**config.mk**
```make
export PLATFORM = sky130hd
export DESIGN_NAME = aes_round_seq
export DESIGN_NICKNAME = d
export VERILOG_FILES = /design/src/rtl/aes_round_seq.sv
export SDC_FILE = /design/constraint.sdc
export NUM_CORES = 1
export LEC_CHECK = 0
export BUFFER_PORTS_ARGS = -buffer_cell sky130_fd_sc_hd__buf_4
export CAP_MARGIN = 20
export CELL_PAD_IN_SITES_DETAIL_PLACEMENT = 1
export CELL_PAD_IN_SITES_GLOBAL_PLACEMENT = 1
export CORE_AREA = 8 8 200 202
export DETAILED_ROUTE_END_ITERATION = 12
export DIE_AREA = 0 0 208 210
export GPL_ROUTABILITY_DRIVEN = 0
export PLACE_DENSITY_LB_ADDON = 0.1
export SYNTH_ARGS = -nofsm -noshare
export SYNTH_HDL_FRONTEND = slang
export SYNTH_SLANG_ARGS = --single-unit
```
**constraint.sdc**
```tcl
create_clock -name Clk -period 2.55 [get_ports Clk]
set_input_delay 0.3825 -clock Clk [delete_from_list [all_inputs] [get_ports Clk]]
set_output_delay 0.3825 -clock Clk [all_outputs]
set_load 0.01 [all_outputs]
```
**src/rtl/aes_round_seq.sv**
```systemverilog
`default_nettype none
// ============================================================================
// Module   : aes_round_seq
// Brief    : Round sequencer for an AES-128 encryption core. It loads a block,
//            issues rounds 0..10 to an external round datapath, waits LAT
//            cycles for each result, and presents the final state as ciphertext.
// Revision : 1.0  initial release
// ============================================================================
module aes_round_seq #(
  parameter int LAT = 1
) (
  input  logic         Clk,
  input  logic         Rst_n,
  input  logic         Start,
  input  logic [127:0] In,
  input  logic [127:0] RoundOut,
  output logic [127:0] RoundIn,
  output logic [3:0]   RoundNum,
  output logic [1:0]   Mode,
  output logic         RoundValid,
  output logic         Busy,
  output logic         Done,
  output logic [127:0] Out
);

  // The wait counter starts at 0 in the first WAIT cycle, so the LAT-th WAIT
  // cycle is the one where the counter reads LAT-1.
  localparam logic [3:0] LAST_WAIT   = 4'(LAT - 1);
  localparam logic [3:0] FINAL_ROUND = 4'd10;

  localparam logic [1:0] MODE_ARK   = 2'd0;
  localparam logic [1:0] MODE_FULL  = 2'd1;
  localparam logic [1:0] MODE_FINAL = 2'd2;

  typedef enum logic [1:0] {
    IDLE  = 2'd0,
    ISSUE = 2'd1,
    WAIT  = 2'd2,
    DONE  = 2'd3
  } state_t;

  state_t       state;
  logic [127:0] st;
  logic [3:0]   wait_cnt;

  // The datapath always sees the working state; it only changes on a capture
  // edge or a block load, so it is stable across ISSUE and WAIT.
  assign RoundIn = st;

  // Datapath mode follows the round index: initial key add, full rounds, final round.
  always_comb begin
    Mode = MODE_FULL;
    if (RoundNum == 4'd0) begin
      Mode = MODE_ARK;
    end else if (RoundNum == FINAL_ROUND) begin
      Mode = MODE_FINAL;
    end
  end

  // Sequencer: state, working register, round index, wait counter and all
  // registered outputs. Start is only looked at in IDLE, so requests while
  // busy are dropped rather than queued.
  always_ff @(posedge Clk or negedge Rst_n) begin
    if (!Rst_n) begin
      state      <= IDLE;
      st         <= '0;
      RoundNum   <= '0;
      wait_cnt   <= '0;
      Out        <= '0;
      RoundValid <= 1'b0;
      Busy       <= 1'b0;
      Done       <= 1'b0;
    end else begin
      RoundValid <= 1'b0;
      Done       <= 1'b0;
      case (state)
        IDLE: begin
          if (Start) begin
            st         <= In;
            RoundNum   <= '0;
            state      <= ISSUE;
            RoundValid <= 1'b1;
            Busy       <= 1'b1;
          end
        end
        ISSUE: begin
          wait_cnt <= '0;
          state    <= WAIT;
        end
        WAIT: begin
          if (wait_cnt == LAST_WAIT) begin
            st <= RoundOut;
            if (RoundNum == FINAL_ROUND) begin
              // Out is loaded with the same value going into st, so it is
              // valid in the Done cycle and held until the next completion.
              Out   <= RoundOut;
              Done  <= 1'b1;
              state <= DONE;
            end else begin
              RoundNum   <= RoundNum + 4'd1;
              RoundValid <= 1'b1;
              state      <= ISSUE;
            end
          end else begin
            wait_cnt <= wait_cnt + 4'd1;
          end
        end
        DONE: begin
          Busy  <= 1'b0;
          state <= IDLE;
        end
        default: begin
          Busy  <= 1'b0;
          state <= IDLE;
        end
      endcase
    end
  end

endmodule
`default_nettype wire

```
* After elaboration in Yosys (flattened, before gate mapping)
Index checks and enable logic that the tools add are counted. W data, S select, Z words.
Storage, ports and cells: input port bits 259, output and inout port bits 265, register bits after elaboration 269, word-level logic and storage cells 54
Cells by class: add/subtract/negate cells 2, reductions and logical operators 12, multiplexer cells 24, equal/unequal tests 8
Operator list (number):
- $mux W128 | 2
- $pmux W128 S2 | 1
- $mux W4 | 4
- $pmux W4 S2 | 2
- $mux W2 | 5
- $add A4 B1 Y4 const B | 2
- $logic_not A4 Y1 | 2
- $ne A2 B2 Y1 const B | 4
- $pmux W2 S4 | 1
- $mux W1 | 7
- $reduce_and A2 Y1 | 3
- $reduce_and A3 Y1 | 2
- $reduce_bool A2 Y1 | 3
- $eq A2 B2 Y1 const B | 2
- $eq A4 B4 Y1 const B | 1
- $pmux W1 S2 | 2
- $reduce_and A4 Y1 | 1
- $eq A2 B1 Y1 const B | 1
- $logic_not A2 Y1 | 1

* Depth between registers and ports, before layout
depth after elaboration 4, mapped depth 7, depth with buffers taken out 6

* Worst setup path before layout
No wires, ideal clock.
path type register -> register, start point reg RoundNum[0], end point reg Out[67], path slack 706 ps, stages on the path, launching flop included 8, setup time 127 ps, clock period less this slack 1844 ps, buffers on the path 2, data arrival time 1717 ps, required time 2423 ps, cells stage by stage dfrtp_1 inv_1 ha_1 nand3b_4 nor3_4 buf_4 buf_6 mux2_1
Between the ends: longest elaborated chain between the ends 2
RTL lines:
- start: declaration | line 18 | output logic [3:0] RoundNum,
- start signal: assignment | line 100 | RoundNum <= RoundNum + 4'd1;
- $eq A4 B4 Y1 | line 93 | if (RoundNum == FINAL_ROUND) begin
- $reduce_and A3 Y1 (no line)
- end signal: assignment | line 96 | Out <= RoundOut;
- end: declaration | line 23 | output logic [127:0] Out
No other way between the ends. A chain may end at the register's enable or synchronous reset.

* Final worst setup path
start point reg wait_cnt[1], end point reg st[45] (netlist: RoundIn[45])
Between the ends: longest elaborated chain between the ends 3
RTL lines:
- start: declaration | line 44 | logic [3:0] wait_cnt;
- start signal: assignment | line 105 | wait_cnt <= wait_cnt + 4'd1;
- $logic_not A4 Y1 | line 91 | if (wait_cnt == LAST_WAIT) begin
- $ne A2 B2 Y1 (no line)
- $reduce_and A3 Y1 (no line)
- end signal: assignment | line 79 | st <= In;
- end signal: assignment | line 92 | st <= RoundOut;
- end: declaration | line 43 | logic [127:0] st;
No other way between the ends.

==> impl_metrics.py <==
metrics = {
    "route": {
        "first_pass_iters": 4,
        "drt_iter0_drc": 278,
        "drcViolationCount": 0,
        "antenna_left": 0,
        "totalWireLength_um": 41900,
        "vias": 8420,
        "viasPerCell": 4.70,
        "wl_per_cell_um": 23.4,
    },
    "timing": {
        "tightestPinTransition_ps": 632,
        "period_minus_slack_ps": 2140,
        "fin_crit_sh_pct": 83.9,
        "timing.setup.tns_ps": 0,
        "holdWs_ps": 104,
        "finalMaxSlewViolations": 0,
        "timing.fmax_ghz": 0.468,
        "setup_viol": 0,
        "finalClockSkew_ps": 14.0,
        "finalHoldViolCount": 0,
        "slew_headroom_pct": 57.9,
        "rsz0062_at_grt": "no",
    },
    "placement": {
        "hpwlAfterDp_um": 32100,
        "dp.cells": 1738,
        "place.port_buffers": 523,
    },
    "pwr": {
        "p_per_area_mw_per_mm2": 1050,
        "switching_share_pct": 31.9,
        "p_leak_nw": 8.01,
        "power.total_w": 0.0183,
        "power_frac_seq_pct": 35.5,
        "vdd_drop_max_mv": 0.627,
        "power.share.combinational_pct": 39.4,
        "switching_power_w": 0.00583,
        "power.internal_w": 0.0124,
        "p_clk_share_pct": 25.1,
    },
    "setup_path": {
        "cp_data_required_time_ps": 2910,
        "cp-end-kind": "register",
        "path_class": "register to register",
        "arrival_ps": 2500,
        "cp-start-kind": "register",
        "critical_path_peak_fanout": 74,
    },
    "synthesis": {
        "synth_edf_count": 0,
        "ys_ff_latch": 269,
        "syn_nets": 1034,
        "synth_top_area_cell": "dfrtp_1",
        "netlist_instances": 770,
        "syn_area_mm2": 0.0119,
        "synth_ff_type": "dfrtp_1",
        "synth.distinct_cells": 33,
        "ys_top_cells_by_area": "dfrtp_1 (57%), mux2_1 (20%), mux2_2 (17%)",
        "ys_warn_count": 0,
        "yosysSeqAreaShare_pct": 56.6,
        "yosysTopAreaCellShare_pct": 56.6,
        "synth_async_sr_flop_share_pct": 100,
        "avgSynthCellArea_um2": 15.4,
    },
    "floorplanning": {
        "fp-row-count": 71,
        "initial_core_util_pct": 32.2,
        "die_area_mm2": 0.0437,
        "die_y_um": 210,
        "coreArea_mm2": 0.0370,
        "dieWidth_um": 208,
        "pin_count": 524,
    },
    "layout": {
        "regArea_mm2": 0.00674,
        "layout.cells.non_filler": 1792,
        "nNetsFinal": 1565,
        "multi_input_area_mm2": 0.00479,
        "fillers": 3867,
        "final_layout_size_suffix_gt1_share_pct": 57.9,
        "syn_to_final_growth_pct": 46.4,
        "post-route-util_pct": 47.1,
    },
    "job": {
        "maxCapViolations": 0,
    },
    "global_routing": {
        "grt_pass1_vias": 9531,
        "antenna_found_initial": 2,
        "grt_pass1_wl_um": 63200,
        "grt-ovfl-total": 0,
        "grt_usage_pct": 18.7,
        "grt_max_degree": 75,
    },
    "clock_tree": {
        "postCtsSetupRepairBufs": 0,
        "clkLatencyLatePin_ps": 500,
        "clkTransAtPathRegs_ps": 60,
        "cts_buffers": 34,
        "cts_tree": "yes",
        "clockRootBuffer": "clkbuf_16",
        "cts_resized": 0,
        "cts_sinks": 269,
        "clk_path_buf_depth": 3,
        "cts_max_level": 2,
    },
    "min_path": {
        "hp-class": "input port to register",
    },
    "run_status": {
        "outcome": "finished clean",
    },
}
power by group through the flow:
stage	Sequential [W]	Combinational [W]	Clock [W]
final	0.00648	0.00720	0.00457
after global routing	0.00668	0.00777	0.00488
after CTS	0.00650	0.00742	0.00474
after detailed placement	0.00656	0.00740	0
after global placement	0.00649	0.00733	0
after floorplan	0.00708	0.00302	0
routing by layer:
metal | wire (um) | vias up | global-route usage (%) | part of all wire (%)
li1 | - | 3810 | - | -
met5 | 0 | - | 0 | 0
met4 | 796 | 0 | 4.48 | 1.9
met3 | 3150 | 50 | 6.40 | 7.5
met1 | 16100 | 4276 | 21.2 | 38
met2 | 21800 | 284 | 33.8 | 52
registers in the layout, indices dropped and copies added (netlist names):
register,count
Busy,1
wait_cnt,4
RoundValid,1
RoundIn,128
RoundNum,4
Done,1
Out,128
state,2
stage by stage:
step / cell area (um^2) / setup WS (ps)
6_report: 17400 / 411
5_1_grt: 17400 / 250
4_1_cts: 17400 / 394
3_5_place_dp: 16300 / 407
3_3_place_gp: 16300 / 463
2_1_floorplan: 11900 / 706
cells in the mapped netlist (2+ instances only):
cell	instances
a21oi_1	5
a221o_1	2
buf_2	17
buf_4	13
buf_6	13
clkbuf_1	2
dfrtp_1	269
ha_1	5
inv_1	8
mux2_1	209
mux2_2	175
nand2_1	8
nand2b_1	9
nand3_1	4
nor2_1	4
nor2b_1	2
nor3b_1	2
o211ai_1	3
o21ai_0	4
o21bai_1	2
o22ai_1	2
final cells by class:
class	instances	share of cell area, %
Inverter	8	0.173
Clock inverter	1	0.173
Tap cell	474	3.41
Clock buffer	50	5.83
Antenna cell	2	0.0288
Sequential cell	269	38.7
Multi-Input combinational cell	447	27.5
Timing Repair Buffer	541	24.1
cells in the final DEF (no fill, tap or decap), types with 2 or more instances in the layout:
| master | count |
|---|---|
| o211ai_1 | 3 |
| nand3_1 | 4 |
| nor2b_1 | 2 |
| a21oi_1 | 5 |
| nor3b_1 | 2 |
| nand2_1 | 8 |
| o21ai_0 | 4 |
| mux2_1 | 209 |
| buf_12 | 10 |
| o21bai_1 | 2 |
| ha_1 | 5 |
| nand2b_1 | 9 |
| inv_1 | 8 |
| mux2_2 | 175 |
| a221o_1 | 2 |
| clkbuf_1 | 9 |
| clkbuf_8 | 4 |
| buf_4 | 529 |
| o22ai_1 | 2 |
| diode_2 | 2 |
| dfrtp_1 | 268 |
| clkbuf_16 | 37 |
| nor2_1 | 4 |
timing repair:
| action | 4_1_cts | 5_1_grt |
|---|---|---|
| hold buffers | 1 | 0 |
| endpoints found under the hold margin | 44 | 0 |
| endpoints found under the setup margin | 0 | 0 |
worst max-delay path: stages, from the launching register on:
cell	delay (ps)
dfrtp_1	420
inv_1	90
ha_1	220
nand4bb_4	170
a21oi_4	230
buf_12	390
mux2_1	390
logic make-up (layout without fill, tap and decap cells):
kind of cell,count (synthesis),after routing,share of synthesized area [%]
fa+ha+maj,5,5,0.526
simple gates,34,34,1.93
flops,269,269,56.6
buf+inv,54,600,3.12
mux,385,385,36.5
other cells,0,2,0
compound gates,23,23,1.32
worst paths after layout:
kind | startpoint | to | slack [ps] | cells past startpoint
max in group asynchronous | Rst_n | RoundIn[124]$_DFFE_PN0P_ | 1430 | 3
max | wait_cnt[1]$_DFFE_PN0P_ | RoundIn[45]$_DFFE_PN0P_ | 410 | 6
min | RoundOut[16] | Out[16]$_DFFE_PN0P_ | 100 | 2
max reg2reg | wait_cnt[1]$_DFFE_PN0P_ | RoundIn[45]$_DFFE_PN0P_ | 410 | 6
min reg2reg | Out[33]$_DFFE_PN0P_ | Out[33]$_DFFE_PN0P_ | 480 | 1
min in group asynchronous | Rst_n | RoundIn[104]$_DFFE_PN0P_ | 410 | 2
No activity file was read; power rests on OpenSTA's default activity.
